<file path="config.mk">
export PLATFORM = sky130hd
export DESIGN_NAME = seq_pattern_encoder_flat
export DESIGN_NICKNAME = d
export VERILOG_FILES = /design/src/rtl/seq_pattern_encoder_pkg.sv /design/src/rtl/seq_pattern_encoder_if.sv /design/src/rtl/seq_pattern_match.sv /design/src/rtl/seq_pattern_encoder.sv /design/src/flat_wrapper.sv
export SDC_FILE = /design/constraint.sdc
export NUM_CORES = 1
export LEC_CHECK = 0
export CAP_MARGIN = 40
export CORE_UTILIZATION = 50
export CTS_BUF_LIST = sky130_fd_sc_hd__clkbuf_4 sky130_fd_sc_hd__clkbuf_8 sky130_fd_sc_hd__clkbuf_16
export DETAILED_ROUTE_END_ITERATION = 10
export PLACE_DENSITY_LB_ADDON = 0.08
export SKIP_CTS_REPAIR_TIMING = 1
export SLEW_MARGIN = 20
export SYNTH_ARGS = -nofsm -noshare
export SYNTH_HDL_FRONTEND = slang
export SYNTH_HIERARCHICAL = 1
export SYNTH_SLANG_ARGS = --single-unit
</file>
<file path="constraint.sdc">
create_clock -name clk -period 6.2 [get_ports clk]
set_clock_uncertainty 0.2 [all_clocks]
set_input_delay 0.93 -clock clk [delete_from_list [all_inputs] [get_ports clk]]
set_output_delay 0.93 -clock clk [all_outputs]
set_load 0.005 [all_outputs]
</file>
<file path="src/rtl/seq_pattern_encoder_pkg.sv">
// Shared types and tag-word layout helpers for the sequence pattern encoder.
package seq_pattern_encoder_pkg;

    typedef enum logic [2:0] {
        StIdle,
        StLen,
        StRun,
        StFlush,
        StDone
    } state_e;

    // Tag word layout: {bit, hit, count}, MSB first.
    function automatic int unsigned tag_bit_pos(input int unsigned ow);
        return ow - 1;
    endfunction

    function automatic int unsigned tag_hit_pos(input int unsigned ow);
        return ow - 2;
    endfunction

    function automatic int unsigned tag_cnt_w(input int unsigned ow);
        return ow - 2;
    endfunction

endpackage

</file>
<file path="src/rtl/seq_pattern_encoder_if.sv">
// Job-control, pattern-config and memory-port bundle for the sequence pattern encoder.
interface seq_pattern_encoder_if #(
    parameter int unsigned AW   = 15,
    parameter int unsigned DW   = 15,
    parameter int unsigned OW   = 5,
    parameter int unsigned PMAX = 8,
    parameter int unsigned PLW  = 4
) ();

    logic            start;
    logic [PMAX-1:0] pattern;
    logic [PLW-1:0]  pat_len;
    logic            overlap;
    logic [DW-1:0]   RData;
    logic [AW-1:0]   RAddr;
    logic [AW-1:0]   WAddr;
    logic [OW-1:0]   WData;
    logic            Wen;
    logic            Finish;
    logic            busy;

    modport master (
        output start, pattern, pat_len, overlap, RData,
        input  RAddr, WAddr, WData, Wen, Finish, busy
    );

    modport slave (
        input  start, pattern, pat_len, overlap, RData,
        output RAddr, WAddr, WData, Wen, Finish, busy
    );

endinterface

</file>
<file path="src/rtl/seq_pattern_match.sv">
// Bit-history shift register with valid-bit tracking; flags a pattern hit
// combinationally from the incoming bit.
module seq_pattern_match #(
    parameter int unsigned PMAX = 8,
    parameter int unsigned PLW  = 4
) (
    input  logic            clk,
    input  logic            rst,
    input  logic            i_clear,
    input  logic            i_en,
    input  logic            i_bit,
    input  logic [PMAX-1:0] i_pattern,
    input  logic [PLW-1:0]  i_pat_len,
    input  logic            i_overlap,
    output logic            o_hit
);

    localparam int unsigned VW = $clog2(PMAX + 1);

    logic [PMAX-1:0] r_hist;
    logic [VW-1:0]   r_valid;
    logic [PMAX-1:0] w_hist_nxt;
    logic [PMAX-1:0] w_mask;
    int              w_len;
    logic            w_hit;

    always_comb begin
        w_mask = '0;
        if (i_pat_len == '0) begin
            w_len = 1;
        end else if (int'(i_pat_len) > int'(PMAX)) begin
            w_len = int'(PMAX);
        end else begin
            w_len = int'(i_pat_len);
        end
        for (int i = 0; i < int'(PMAX); i++) begin
            w_mask[i] = (i < w_len);
        end
    end

    assign w_hist_nxt = {r_hist[PMAX-2:0], i_bit};
    // A hit needs at least L valid bits, counting the one arriving now.
    assign w_hit = i_en && ((int'(r_valid) + 1) >= w_len) &&
                   (((w_hist_nxt ^ i_pattern) & w_mask) == '0);
    assign o_hit = w_hit;

    always_ff @(posedge clk or negedge rst) begin
        if (!rst) begin
            r_hist  <= '0;
            r_valid <= '0;
        end else if (i_clear) begin
            r_hist  <= '0;
            r_valid <= '0;
        end else if (i_en) begin
            r_hist <= w_hist_nxt;
            if (w_hit && !i_overlap) begin
                r_valid <= '0;
            end else if (int'(r_valid) < int'(PMAX)) begin
                r_valid <= r_valid + VW'(1);
            end
        end
    end

endmodule

</file>
<file path="src/rtl/seq_pattern_encoder.sv">
// Memory-to-memory bit-stream encoder: reads N stream bits, writes one
// {bit, hit, count} tag word per bit one cycle after each read.
module seq_pattern_encoder
    import seq_pattern_encoder_pkg::*;
#(
    parameter int unsigned AW   = 15,
    parameter int unsigned DW   = 15,
    parameter int unsigned OW   = 5,
    parameter int unsigned PMAX = 8,
    parameter int unsigned PLW  = 4
) (
    input logic                  clk,
    input logic                  rst,
    seq_pattern_encoder_if.slave bus
);

    localparam int unsigned BIT_POS = tag_bit_pos(OW);
    localparam int unsigned HIT_POS = tag_hit_pos(OW);
    localparam int unsigned CNT_W   = tag_cnt_w(OW);

    state_e          r_state;
    state_e          w_state_nxt;
    logic [AW-1:0]   r_len;
    logic [AW-1:0]   r_ridx;
    logic [AW-1:0]   r_waddr;
    logic [OW-1:0]   r_wdata;
    logic            r_wen;
    logic [CNT_W-1:0] r_cnt;
    logic [CNT_W-1:0] w_cnt_nxt;
    logic [PMAX-1:0] r_pattern;
    logic [PLW-1:0]  r_pat_len;
    logic            r_overlap;
    logic            w_accept;
    logic            w_run;
    logic            w_last;
    logic            w_bit;
    logic            w_hit;
    logic [OW-1:0]   w_tag;

    always_ff @(posedge clk or negedge rst) begin
        if (!rst) begin
            r_state <= StIdle;
        end else begin
            r_state <= w_state_nxt;
        end
    end

    always_comb begin
        w_state_nxt = r_state;
        w_accept    = 1'b0;
        unique case (r_state)
            StIdle, StDone: begin
                if (bus.start) begin
                    w_state_nxt = StLen;
                    w_accept    = 1'b1;
                end
            end
            StLen:   w_state_nxt = (bus.RData[AW-1:0] == '0) ? StDone : StRun;
            StRun:   w_state_nxt = w_last ? StFlush : StRun;
            StFlush: w_state_nxt = StDone;
            default: w_state_nxt = StIdle;
        endcase
    end

    // r_ridx holds k+1 during RUN, i.e. the read address of the current bit.
    assign w_run  = (r_state == StRun);
    assign w_last = (r_ridx == r_len);
    assign w_bit  = bus.RData[0];

    assign w_cnt_nxt = (w_hit && (r_cnt != '1)) ? r_cnt + CNT_W'(1) : r_cnt;

    always_comb begin
        w_tag                = '0;
        w_tag[BIT_POS]       = w_bit;
        w_tag[HIT_POS]       = w_hit;
        w_tag[CNT_W-1:0]     = w_cnt_nxt;
    end

    seq_pattern_match #(
        .PMAX (PMAX),
        .PLW  (PLW)
    ) u_match (
        .clk       (clk),
        .rst       (rst),
        .i_clear   (w_accept),
        .i_en      (w_run),
        .i_bit     (w_bit),
        .i_pattern (r_pattern),
        .i_pat_len (r_pat_len),
        .i_overlap (r_overlap),
        .o_hit     (w_hit)
    );

    always_ff @(posedge clk or negedge rst) begin
        if (!rst) begin
            r_len     <= '0;
            r_ridx    <= '0;
            r_waddr   <= '0;
            r_wdata   <= '0;
            r_wen     <= 1'b0;
            r_cnt     <= '0;
            r_pattern <= '0;
            r_pat_len <= '0;
            r_overlap <= 1'b0;
        end else begin
            r_wen <= w_run;
            if (w_accept) begin
                r_pattern <= bus.pattern;
                r_pat_len <= bus.pat_len;
                r_overlap <= bus.overlap;
                r_cnt     <= '0;
            end
            if (r_state == StLen) begin
                r_len  <= bus.RData[AW-1:0];
                r_ridx <= AW'(1);
            end
            if (w_run) begin
                r_cnt   <= w_cnt_nxt;
                r_waddr <= r_ridx - AW'(1);
                r_wdata <= w_tag;
                if (!w_last) begin
                    r_ridx <= r_ridx + AW'(1);
                end
            end
        end
    end

    assign bus.RAddr  = w_run ? r_ridx : '0;
    assign bus.WAddr  = r_waddr;
    assign bus.WData  = r_wdata;
    assign bus.Wen    = r_wen;
    assign bus.Finish = (r_state == StDone);
    assign bus.busy   = (r_state == StLen) || (r_state == StRun) || (r_state == StFlush);

endmodule

</file>
<file path="src/flat_wrapper.sv">
// flat-port wrapper written by rule: the top's interface ports become plain ports
module seq_pattern_encoder_flat import seq_pattern_encoder_pkg::*;
#(
    parameter int unsigned AW   = 15,
    parameter int unsigned DW   = 15,
    parameter int unsigned OW   = 5,
    parameter int unsigned PMAX = 8,
    parameter int unsigned PLW  = 4
)
  (clk, rst, bus_start, bus_pattern, bus_pat_len, bus_overlap, bus_RData, bus_RAddr, bus_WAddr, bus_WData, bus_Wen, bus_Finish, bus_busy);
  seq_pattern_encoder_if #(.AW(AW), .DW(DW), .OW(OW), .PMAX(PMAX), .PLW(PLW)) bus_i ();
  input logic clk;
  input logic rst;
  input wire logic [$bits(bus_i.start)-1:0] bus_start;
  input wire logic [$bits(bus_i.pattern)-1:0] bus_pattern;
  input wire logic [$bits(bus_i.pat_len)-1:0] bus_pat_len;
  input wire logic [$bits(bus_i.overlap)-1:0] bus_overlap;
  input wire logic [$bits(bus_i.RData)-1:0] bus_RData;
  output wire logic [$bits(bus_i.RAddr)-1:0] bus_RAddr;
  output wire logic [$bits(bus_i.WAddr)-1:0] bus_WAddr;
  output wire logic [$bits(bus_i.WData)-1:0] bus_WData;
  output wire logic [$bits(bus_i.Wen)-1:0] bus_Wen;
  output wire logic [$bits(bus_i.Finish)-1:0] bus_Finish;
  output wire logic [$bits(bus_i.busy)-1:0] bus_busy;
  assign bus_i.start = bus_start;
  assign bus_i.pattern = bus_pattern;
  assign bus_i.pat_len = bus_pat_len;
  assign bus_i.overlap = bus_overlap;
  assign bus_i.RData = bus_RData;
  assign bus_RAddr = bus_i.RAddr;
  assign bus_WAddr = bus_i.WAddr;
  assign bus_WData = bus_i.WData;
  assign bus_Wen = bus_i.Wen;
  assign bus_Finish = bus_i.Finish;
  assign bus_busy = bus_i.busy;
  seq_pattern_encoder #(.AW(AW), .DW(DW), .OW(OW), .PMAX(PMAX), .PLW(PLW)) u_core (.clk(clk), .rst(rst), .bus(bus_i));
endmodule
</file>
==> qor.txt, run 1 <==
Maxcap violations: 0
M3 GR Usage: 2.99%
Sequential-to-total area share from yosys stat: 47.9%
CP startpoint kind: register
Routed Antenna Nets: 0
WP buf/inv: 3
Hold Crit Class: register to register
Chip height: 94.0 um
Req. time, crit path: 5.07 ns
GP Congestion: 0.854
IO Port Bufs: 68
H-tree lvl count: 3
Core area: 8220 um^2
Top_reg_cell synth: dfrtp_1
Syn Area/Cell: 9.47 um^2
Drt via density: 5.40
Post-synthesis async set-or-reset flop share: 100%
Total CTS buffers: 9
# rows: 33
Detailed Route WL: 8980 um
Final Net Count: 542
Synth cell types: 49
Drt first pass iters: 4
Worst path max stage delay: 0.50 ns
Outcome: complete, no violations
Max IR drop VDD: 248 uV
Clk pin slew, worst setup/hold paths: 0.08 ns
Largest net degree at the start of global routing: 55
Worst R2R End: u_core/r_cnt[0]$_DFFE_PN0P_
P per Cell Area: 414 nW/um^2
Post-layout min period: 3.62 ns
Avg WL per Cell: 14.7 um
Min-Delay Path Depth: 2
Period utilisation layout: 58.3%
Die ar.: 8840 um^2
Synth top area share: 47.9%
CTS Root Cell: clkbuf_8
Arrival time worst endpoint: 2.49 ns
Fin Setup TNS: 0 ns
Final slew viol count: 0
CP startpoint: u_core/r_state[2]$_DFFE_PN0P_
Vias in the first global route: 3308
Worst-Skew Late Latency: 0.35 ns
Setup-failing EPs final: 0
Final Non-Filler Cells: 612
I/O pin count: 69
Met2 Use GR: 40.1%
Syn_nets: 487
Worst-margin pin slew: 0.674 ns
CTS tree: done
R2R setup slack: 2.79 ns
Largest cells by area after synthesis: dfrtp_1 (48%), nand2_1 (8.4%), xnor2_1 (7.2%)
Synth Register Bits: 81
FF-to-FF Start: u_core/r_state[2]$_DFFE_PN0P_
Stages on the worst setup path: 5
Fin util: 63.2%
YS warnings: 6
GR Layer Usage met1: 28.2%
Layout cell share with drive strength beyond 1: 9.07%
TritonCTS Sinks: 81
Reg2Reg Depth: 9
Post-synth top area cell: dfrtp_1
DP HPWL: 6410 um
Cell Area, Synth: 4230 um^2
Setup CP Type: register to output pin
P&R area growth vs syn: 22.7%
Via count: 3303
DRT iter0 DRCs: 150
GRT Resource Usage Total: 22.8%
CP Cell Sequence: or3b_1 > buf_4 > inv_4 > and2_4 > clkdlybuf4s50_1
Die X: 94.0 um
Grt ovf: 0
Area after DPL: 4970 um^2
Crit-path max FO: 46
Commonest non-fill, non-tap cell in the layout: nand2_1
Endpoints failing hold: 0
Initial antenna violation count: 0
Critical Path Sink: bus_RAddr[3]
Top cell family by delay on the critical path: buffers and inverters
Fin area: 5190 um^2
Kind of end point of the critical path: output pin
EDFF count, synth: 0
Post-Syn Instances: 447
Hold_ws: 0.283 ns
First-pass GRT wire length: 15500 um
Fmax: 276 MHz
Placed cells: 596
Pleak: 2.23 nW
Clock Path Buffers: 2
Busiest layer in global routing: met2
Drt drc: 0
Most frequent cells in the layout: nand2_1 (95), dfrtp_1 (81), clkdlybuf4s50_1 (67)
Starting Density: 51.5%
Number of diodes: 0
Crit path max-delay cell type: clkdlybuf4s50_1
Slew Limit Headroom: 55.0%
RSZ-0062 raised after global routing: false
==> per-layer routing <==
metal  wire length (um)  vias to the layer above
met4                162                        0
met3                303                       15
met1               3890                     1575
li1                   -                     1631
met2               4630                       82
met5                  0                        -
==> how the worst min path moves through the flow <==
stage,slack (ns),end,start
final,0.28,u_core/bus.WData[2]$_DFFE_PN0N_,u_core/bus.WData[2]$_DFFE_PN0N_
after global routing,0.31,u_core/bus.WAddr[6]$_DFFE_PN0N_,u_core/bus.WAddr[6]$_DFFE_PN0N_
after CTS,0.29,u_core/bus.WData[2]$_DFFE_PN0N_,u_core/bus.WData[2]$_DFFE_PN0N_
after detailed placement,0.27,u_core/bus.WData[2]$_DFFE_PN0N_,u_core/bus.WData[2]$_DFFE_PN0N_
after global placement,0.27,u_core/bus.WData[0]$_DFFE_PN0N_,u_core/bus.WData[0]$_DFFE_PN0N_
after floorplan,0.27,u_core/r_len[0]$_DFFE_PN0P_,u_core/r_len[0]$_DFFE_PN0P_
==> worst register-to-register path: stages (launching register included) <==
cell,delay (ns)
dfrtp_1,0.41
or3b_1,0.37
buf_4,0.26
inv_4,0.35
o211ai_1,0.16
or4_4,0.57
nor3_1,0.28
nand2b_1,0.21
nor2_1,0.30
mux2i_1,0.23
==> cell usage after synthesis (2+ instances only) <==
cell / count
nor3_1: 14
a31o_2: 3
xnor2_1: 35
mux2_2: 13
o211ai_1: 3
nor4b_1: 2
mux2i_1: 16
nand2b_1: 7
ha_1: 9
dfrtp_1: 81
a31oi_1: 2
nor4_1: 6
or4_1: 4
buf_2: 5
buf_4: 2
inv_1: 7
xor2_1: 5
clkbuf_1: 20
and2_1: 11
or3_1: 4
nand4_1: 6
o21ai_0: 23
nor2_1: 29
nand3_1: 10
o31ai_1: 3
o311ai_0: 2
a21oi_1: 9
nand2_1: 95
==> sequential cells by signal, summed over array words and instances, names as in the netlist <==
register                cells
u_core/r_len               15
u_core/r_pat_len            4
u_core/r_pattern            8
u_core/r_cnt                3
u_core/u_match/r_hist       7
u_core/u_match/r_valid      4
u_core/r_ridx              15
u_core/r_overlap            1
u_core/bus.WData            5
u_core/r_state              3
u_core/bus.WAddr           15
u_core/bus.Wen              1
==> layout make-up <==
type / instances / area, um^2
clock buffer: 10 / 131
clock inverter: 6 / 90.1
fill: 723 / 3020
inverter: 9 / 36.3
multi-input combinational: 329 / 2050
sequential: 81 / 2030
tap: 105 / 131
timing repair buffer: 72 / 728
==> logic make-up after synthesis <==
group,after synthesis,synth area share [%]
AND/OR/NAND/NOR,199,22.7
flip-flops,81,47.9
AO/OA/AOI/OAI,52,7.54
XOR/XNOR,40,8.28
buffers and inverters,37,3.67
multiplexers,29,7.24
adder cells (fa/ha/maj),9,2.66
==> where the power goes <==
part | switching, mW | total [mW] | internal [mW] | leakage [nW]
combinational | 0.431 | 0.853 | 0.422 | 1.07
sequential | 0.161 | 0.862 | 0.701 | 1.05
clock | 0.200 | 0.433 | 0.233 | 0.110
total | 0.793 | 2.15 | 1.36 | 2.23
==> stage by stage <==
| step | setup slack, ns | power, mW |
|---|---|---|
| 3_3_place_gp | 2.56 | 1.71 |
| 4_1_cts | 2.56 | 2.17 |
| 2_1_floorplan | 2.97 | 1.45 |
| 6_report | 2.58 | 2.15 |
| 5_1_grt | 2.46 | 2.32 |
| 3_5_place_dp | 2.49 | 1.74 |
Power figures use the tool's default switching activity.
==> run 2, diff against run 1 <==
CORE_UTILIZATION = 48   (was 50)
clock period = 2.91 ns   (was 6.2 ns; I/O delays follow)
==> run 2 against run 1 <==
  * Clock power grew 100%
  * First-iteration DRC count grew 37%
  * Register-to-register slack lost 2.6 ns
  * Routed wire length grew 0.33%
  * Clock-buffer cell count grew 1
  * Global-route usage shrank 1.2 points
  * Sequential power grew 110%
  * Flip-flop and latch count is the same
==> qor.txt, run 2 (synthesis gave the netlist of run 1 again) <==
Clock Power Share: 19.0% (was 20.2%)
GP Congestion: 0.822 (was 0.854)
Reg area: 2030 um^2 (unchanged)
Max IR drop VDD: 559 uV (was 248 uV)
DP HPWL: 6280 um (was 6410 um)
Routed Antenna Nets: 0 (unchanged)
Maxcap violations: 0 (unchanged)
First-pass GRT wire length: 15000 um (was 15500 um)
Sw Pwr: 1.71 mW (was 793 uW)
CP startpoint kind: register (unchanged)
IO Port Bufs: 68 (unchanged)
CP Cell Sequence: or3b_1 > inv_4 > buf_8 > and2_4 > clkdlybuf4s50_1 (was or3b_1 > buf_4 > inv_4 > and2_4 > clkdlybuf4s50_1)
Worst path max stage delay: 0.50 ns (about the same)
CTS Root Cell: clkbuf_8 (unchanged)
Crit path max-delay cell type: clkdlybuf4s50_1 (unchanged)
Setup CP Type: register to output pin (unchanged)
Hold_ws: 0.284 ns (was 0.283 ns)
DRT iter0 DRCs: 206 (was 150)
Clk pin slew, worst setup/hold paths: 0.08 ns (about the same)
# rows: 33 (unchanged)
Number of diodes: 0 (unchanged)
Period utilisation layout: 96.3%
Top cell family by delay on the critical path: buffers and inverters (unchanged)
Setup-failing EPs final: 0 (unchanged)
Register share of total power: 40.2% (was 40.1%)
Worst-Skew Late Latency: 0.36 ns (was 0.35 ns)
Vias in the first global route: 3119 (was 3308)
Die X: 95.9 um (was 94.0 um)
Initial antenna violation count: 0 (unchanged)
Grt ovf: 0 (unchanged)
Drt drc: 0 (unchanged)
WP buf/inv: 3 (unchanged)
Worst-margin pin slew: 0.560 ns (was 0.674 ns)
Crit-path max FO: 28 (was 46)
Layout cell share with drive strength beyond 1: 10.2% (was 9.07%)
Avg WL per Cell: 14.6 um (was 14.7 um)
Most frequent cells in the layout: nand2_1 (95), dfrtp_1 (81), clkdlybuf4s50_1 (67) (unchanged)
Filler cell count: 718 (was 723)
Die ar.: 9200 um^2 (was 8840 um^2)
Slew Limit Headroom: 62.7% (was 55.0%)
H-tree lvl count: 3 (unchanged)
Endpoints failing hold: 0 (unchanged)
Chip height: 95.9 um (was 94.0 um)
RSZ-0062 raised after global routing: false (unchanged)
Final Net Count: 547 (was 542)
Via count: 3296 (was 3303)
Total CTS buffers: 9 (unchanged)
Arrival time worst endpoint: 2.17 ns (was 2.49 ns)
Fin Setup TNS: 0 ns (unchanged)
I/O pin count: 69 (unchanged)
P per Cell Area: 875 nW/um^2 (was 414 nW/um^2)
Pleak: 2.25 nW (was 2.23 nW)
Post-layout min period: 2.80 ns
Fmax: 357 MHz
Detailed Route WL: 9010 um (was 8980 um)
Sw Ratio: 37.4% (was 36.9%)
Pint: 2.87 mW (was 1.36 mW)
Drt first pass iters: 4 (unchanged)
P&R area growth vs syn: 23.7% (was 22.7%)
CTS tree: done (unchanged)
TritonCTS Sinks: 81 (unchanged)
Largest net degree at the start of global routing: 46 (was 55)
Clock Path Buffers: 2 (unchanged)
Core area: 8380 um^2 (was 8220 um^2)
Starting Density: 50.5% (was 51.5%)
Hold Crit Class: register to register (unchanged)
Outcome: complete, no violations (unchanged)
Comb power frac: 40.8% (was 39.7%)
Area occupied by multi-input gates: 2060 um^2 (was 2050 um^2)
GRT Resource Usage Total: 21.6% (was 22.8%)
Kind of end point of the critical path: output pin (unchanged)
Drt via density: 5.34 (was 5.40)
Final slew viol count: 0 (unchanged)
Commonest non-fill, non-tap cell in the layout: nand2_1 (unchanged)
Req. time, crit path: 2.27 ns (was 5.07 ns)
run 2: changes by cell type in the layout (fill, tap and decap cells not counted), sizes merged:
cell / change
clkinv: -1
bufinv: -1
buf: +4
clkbuf: +1
clkinvlp: +1
dlygate4sd3: +1
run 2: stage by stage:
stage                     setup WS, ns  util (%)  area [um^2]  std cells  total power, mW
after global placement          0.0900      59.7         5000        600             3.68
after detailed placement        0.0419      59.7         5000        600             3.72
after floorplan                 0.0152         -         4250        447             3.11
final                            0.108      62.5         5240        617             4.58
after global routing           0.00496      62.5         5240        617             4.93
after CTS                      -0.0290      62.2         5220        616             4.60
run 2: worst paths after layout:
path / startpoint / to / slack [ns] / depth (start not counted)
max: u_core/r_state[2]$_DFFE_PN0P_ / bus_RAddr[3] / 0.11 / 5
min: u_core/bus.WAddr[0]$_DFFE_PN0N_ / u_core/bus.WAddr[0]$_DFFE_PN0N_ / 0.28 / 2
max reg2reg: u_core/r_state[2]$_DFFE_PN0P_ / u_core/r_cnt[0]$_DFFE_PN0P_ / 0.21 / 8
min reg2reg: u_core/bus.WAddr[0]$_DFFE_PN0N_ / u_core/bus.WAddr[0]$_DFFE_PN0N_ / 0.28 / 2
max in group asynchronous: rst / u_core/r_ridx[2]$_DFF_PN0_ / 1.52 / 3
min in group asynchronous: rst / u_core/bus.WAddr[11]$_DFFE_PN0N_ / 0.39 / 2
run 2: per-layer routing:
| metal | up-vias | track usage, % | wire, um |
|---|---|---|---|
| met4 | 0 | 6.72 | 91 |
| met1 | 1559 | 31.3 | 4650 |
| met2 | 85 | 32.2 | 3920 |
| li1 | 1642 | - | - |
| met5 | - | 0 | 0 |
| met3 | 10 | 4.74 | 350 |
run 2: cell type report:
type                       count  area share, %
clock inverter                 5           1.20
inverter                       9          0.693
clock buffer                  11           2.89
tap                          105           2.51
timing repair buffer          77           14.7
multi-input combinational    329           39.3
sequential                    81           38.7
run 2: worst min-delay path: cells and delay by family, from the launching register on:
family	cells	cell delay [ns]
flip-flops	1	0.35
AND/OR/NAND/NOR	1	0.04
AO/OA/AOI/OAI	1	0.06
run 2: power by group through the flow:
stage / Combinational, mW / Sequential [mW] / Clock, mW
2_1_floorplan: 1.36 / 1.76 / 0
3_3_place_gp: 1.83 / 1.84 / 0
3_5_place_dp: 1.86 / 1.86 / 0
4_1_cts: 1.87 / 1.84 / 0.890
5_1_grt: 2.09 / 1.90 / 0.947
6_report: 1.87 / 1.84 / 0.870
==> run 3, diff against run 2 <==
ABC_AREA = 1   (was default)
CORE_ASPECT_RATIO = 1.25   (was default)
CORE_UTILIZATION = 50   (was 48)
==> run 3 against run 2 <==
  * Critical path depth up 8
  * Die area grew 6.9%
  * Clock power up 37%
  * Non-clock buffer count increased by 2
  * Synthesized cell count grew 49%
  * Critical path type is now register to register
  * Largest cell class unchanged
  * Highest routed layer unchanged
==> qor.txt, run 3 <==
Outcome: complete, no violations (unchanged)
Critical Path Sink: u_core/r_cnt[1]$_DFFE_PN0P_ (was bus_RAddr[3])
Largest net degree at the start of global routing: 41 (was 46)
Post-synthesis async set-or-reset flop share: 100% (unchanged)
Top cell family by delay on the critical path: simple AND/OR/NAND/NOR gates (was buffers and inverters)
Die X: 88.9 um (was 95.9 um)
Area occupied by multi-input gates: 2220 um^2 (was 2060 um^2)
Vias in the first global route: 4420 (was 3119)
Post-Syn Instances: 668 (was 447)
Chip height: 111 um (was 95.9 um)
P per Cell Area: 922 nW/um^2 (was 875 nW/um^2)
GRT Resource Usage Total: 27.2% (was 21.6%)
Via count: 4504 (was 3296)
Top_reg_cell synth: dfrtp_1 (unchanged)
First-pass GRT wire length: 20300 um (was 15000 um)
Starting Density: 51.4% (was 50.5%)
Drt first pass iters: 5 (was 4)
YS warnings: 6 (unchanged)
EDFF count, synth: 0 (unchanged)
Fmax: 381 MHz (was 357 MHz)
Endpoints failing hold: 0 (unchanged)
Req. time, crit path: 2.92 ns (was 2.27 ns)
Post-layout min period: 2.63 ns (was 2.80 ns)
Drt via density: 5.23 (was 5.34)
CP startpoint: u_core/u_match/r_valid[0]$_DFFE_PN0P_ (was u_core/r_state[2]$_DFFE_PN0P_)
Crit-path max FO: 4 (was 28)
Xor/xnor share of the synthesized area: 3.15% (was 8.28%)
Reg area: 2030 um^2 (unchanged)
Total Power: 5.37 mW (was 4.58 mW)
Syn Area/Cell: 7.07 um^2 (was 9.47 um^2)
Layout cell share with drive strength beyond 1: 6.50% (was 10.2%)
Pleak: 3.03 nW (was 2.25 nW)
FF-to-FF Start: u_core/u_match/r_valid[0]$_DFFE_PN0P_ (was u_core/r_state[2]$_DFFE_PN0P_)
P&R area growth vs syn: 23.4% (was 23.7%)
Commonest non-fill, non-tap cell in the layout: nand2_1 (unchanged)
PnR worst setup slack: 0.282 ns (was 0.108 ns)
Kind of end point of the critical path: register (was output pin)
H-tree lvl count: 3 (unchanged)
Fin Setup TNS: 0 ns (unchanged)
Drt drc: 0 (unchanged)
Grt ovf: 0 (unchanged)
Slew Limit Headroom: 45.5% (was 62.7%)
CP startpoint kind: register (unchanged)
Post-synthesis simple-gate area fraction: 33.8% (was 22.7%)
Largest family of logic cells by synthesized area: simple AND/OR/NAND/NOR gates (unchanged)
Syn_nets: 708 (was 487)
Initial antenna violation count: 0 (unchanged)
Sequential-to-total area share from yosys stat: 42.9% (was 47.9%)
Post-synthesis compound-gate area fraction: 7.10% (was 7.54%)
Synth Register Bits: 81 (unchanged)
Area after DPL: 5500 um^2 (was 5000 um^2)
Largest cells by area after synthesis: dfrtp_1 (43%), nand2_1 (20%), inv_1 (6.7%) (was dfrtp_1 (48%), nand2_1 (8.4%), xnor2_1 (7.2%))
Most frequent cells in the layout: nand2_1 (247), inv_1 (84), dfrtp_1 (81) (was nand2_1 (95), dfrtp_1 (81), clkdlybuf4s50_1 (67))
CTS tree: done (unchanged)
Count leader, synth: nand2_1 (unchanged)
Crit path max-delay cell type: dfrtp_1 (was clkdlybuf4s50_1)
I/O pin count: 69 (unchanged)
WP buf/inv: 3 (unchanged)
R2R setup slack: 0.28 ns (was 0.21 ns)
Total CTS buffers: 9 (unchanged)
Synth cell types: 41 (was 49)
Clk pin slew, worst setup/hold paths: 0.06 ns (was 0.08 ns)
IO Port Bufs: 68 (unchanged)
Final Non-Filler Cells: 862 (was 617)
Worst path max stage delay: 0.43 ns (was 0.50 ns)
Arrival time worst endpoint: 2.63 ns (was 2.17 ns)
Clock Path Buffers: 2 (unchanged)
Cell Area, Synth: 4720 um^2 (was 4230 um^2)
Filler cell count: 872 (was 718)
Die ar.: 9830 um^2 (was 9200 um^2)
Fin area: 5820 um^2 (was 5240 um^2)
Worst-margin pin slew: 0.815 ns (was 0.560 ns)
Most used cell, CP: inv_1
Adder-Cell Fraction of Synth Area: 2.39% (was 2.66%)
Max IR drop VDD: 550 uV (was 559 uV)
Reg2Reg Depth: 13 (was 8)
Multiplexer area fraction after synthesis: 0.424% (was 7.24%)
Core area: 9170 um^2 (was 8380 um^2)
Period utilisation layout: 90.3% (was 96.3%)
TritonCTS Sinks: 81 (unchanged)
Post-synth top area cell: dfrtp_1 (unchanged)
DP HPWL: 9150 um (was 6280 um)
Routed Antenna Nets: 0 (unchanged)
Pre-CTS WS: 0.308 ns (was 0.0419 ns)
Maxcap violations: 0 (unchanged)
RSZ-0062 raised after global routing: false (unchanged)
Stages on the worst setup path: 13 (was 5)
Fin util: 63.5% (was 62.5%)
Final Net Count: 774 (was 547)
Worst R2R End: u_core/r_cnt[1]$_DFFE_PN0P_ (was u_core/r_cnt[0]$_DFFE_PN0P_)
Setup-failing EPs final: 0 (unchanged)
GP Congestion: 0.901 (was 0.822)
Placed cells: 845 (was 600)
Setup CP Type: register to register (was register to output pin)
Worst-Skew Late Latency: 0.34 ns (was 0.36 ns)
DRT iter0 DRCs: 378 (was 206)
Synth top area share: 42.9% (was 47.9%)
CP Cell Sequence: ha_1 > xor2_1 > ha_1 > nand2_1 > inv_1 > nand3_1 > nand4_1 > and3_2 > inv_1 > nor2_1 > inv_1 > o21ai_0 > o21ai_0 (was or3b_1 > inv_4 > buf_8 > and2_4 > clkdlybuf4s50_1)
Avg WL per Cell: 14.3 um (was 14.6 um)
Final slew viol count: 0 (unchanged)
Synth cell count leaders: nand2_1 (247), inv_1 (84), dfrtp_1 (81) (was nand2_1 (95), dfrtp_1 (81), xnor2_1 (35))
Hold_ws: 0.284 ns (about the same)
Detailed Route WL: 12300 um (was 9010 um)
Number of diodes: 0 (unchanged)
CTS Root Cell: clkbuf_16 (was clkbuf_8)
# rows: 39 (was 33)
Hold Crit Class: register to register (unchanged)
-- run 3: changes by cell type after synthesis, sizes merged, moves of 12 or more --
cell   previous run  this run
nand2            95       250
inv               9        92
nor2             29        64
nand3            11        45
xnor2            35         5
mux2i            16         2
mux2             13         0
o21ai            23        36
and2             12         0
-- run 3: worst min-delay path by stage --
stage / start / endpoint / depth (start not counted)
after global placement: rst / u_core/bus.WAddr[8]$_DFFE_PN0N_ / 1
final: u_core/bus.WAddr[7]$_DFFE_PN0N_ / u_core/bus.WAddr[7]$_DFFE_PN0N_ / 2
after detailed placement: rst / u_core/bus.WAddr[12]$_DFFE_PN0N_ / 1
after global routing: u_core/bus.WData[1]$_DFFE_PN0N_ / u_core/bus.WData[1]$_DFFE_PN0N_ / 2
after CTS: rst / u_core/bus.WAddr[12]$_DFFE_PN0N_ / 1
after floorplan: rst / u_core/bus.WAddr[0]$_DFFE_PN0N_ / 0
-- run 3: where the power goes --
part           switching, mW  internal, mW
combinational           1.30         0.956
clock                  0.471         0.717
sequential             0.376          1.55
total                   2.15          3.22
-- run 3: worst reg2reg max path: cells and delay by family, from the launching register on --
kind                     cells  cell delay [ns]
AND/OR/NAND/NOR              5             0.57
adder cells (fa/ha/maj)      2             0.54
flip-flops                   1             0.43
AO/OA/AOI/OAI                2             0.34
buffers and inverters        3             0.21
XOR/XNOR                     1             0.19
-- run 3: cells by family after synthesis --
kind of cell / after synthesis
AOI/OAI and AO/OA: 59
xor gates and xnor gates: 17
adders and majority gates: 9
buffers and inverters: 117
DFF: 81
muxes: 2
and+or+nand+nor: 383
-- run 3: cell type report --
type                       instances  area share [%]
multi-input combinational        470            38.1
sequential                        81            34.8
timing repair buffer              79            13.1
inverter                          93            5.99
clock buffer                      11            4.34
tap                              123            2.64
clock inverter                     5            1.05
-- run 3: layer usage --
| metal | GRT usage [%] | up-vias | share of wire, % |
|---|---|---|---|
| met5 | 0 | - | 0 |
| met4 | 16.5 | 0 | 4.7 |
| met3 | 3.81 | 41 | 3.2 |
| met2 | 46.5 | 124 | 53 |
| met1 | 31.5 | 2127 | 39 |
| li1 | - | 2212 | - |
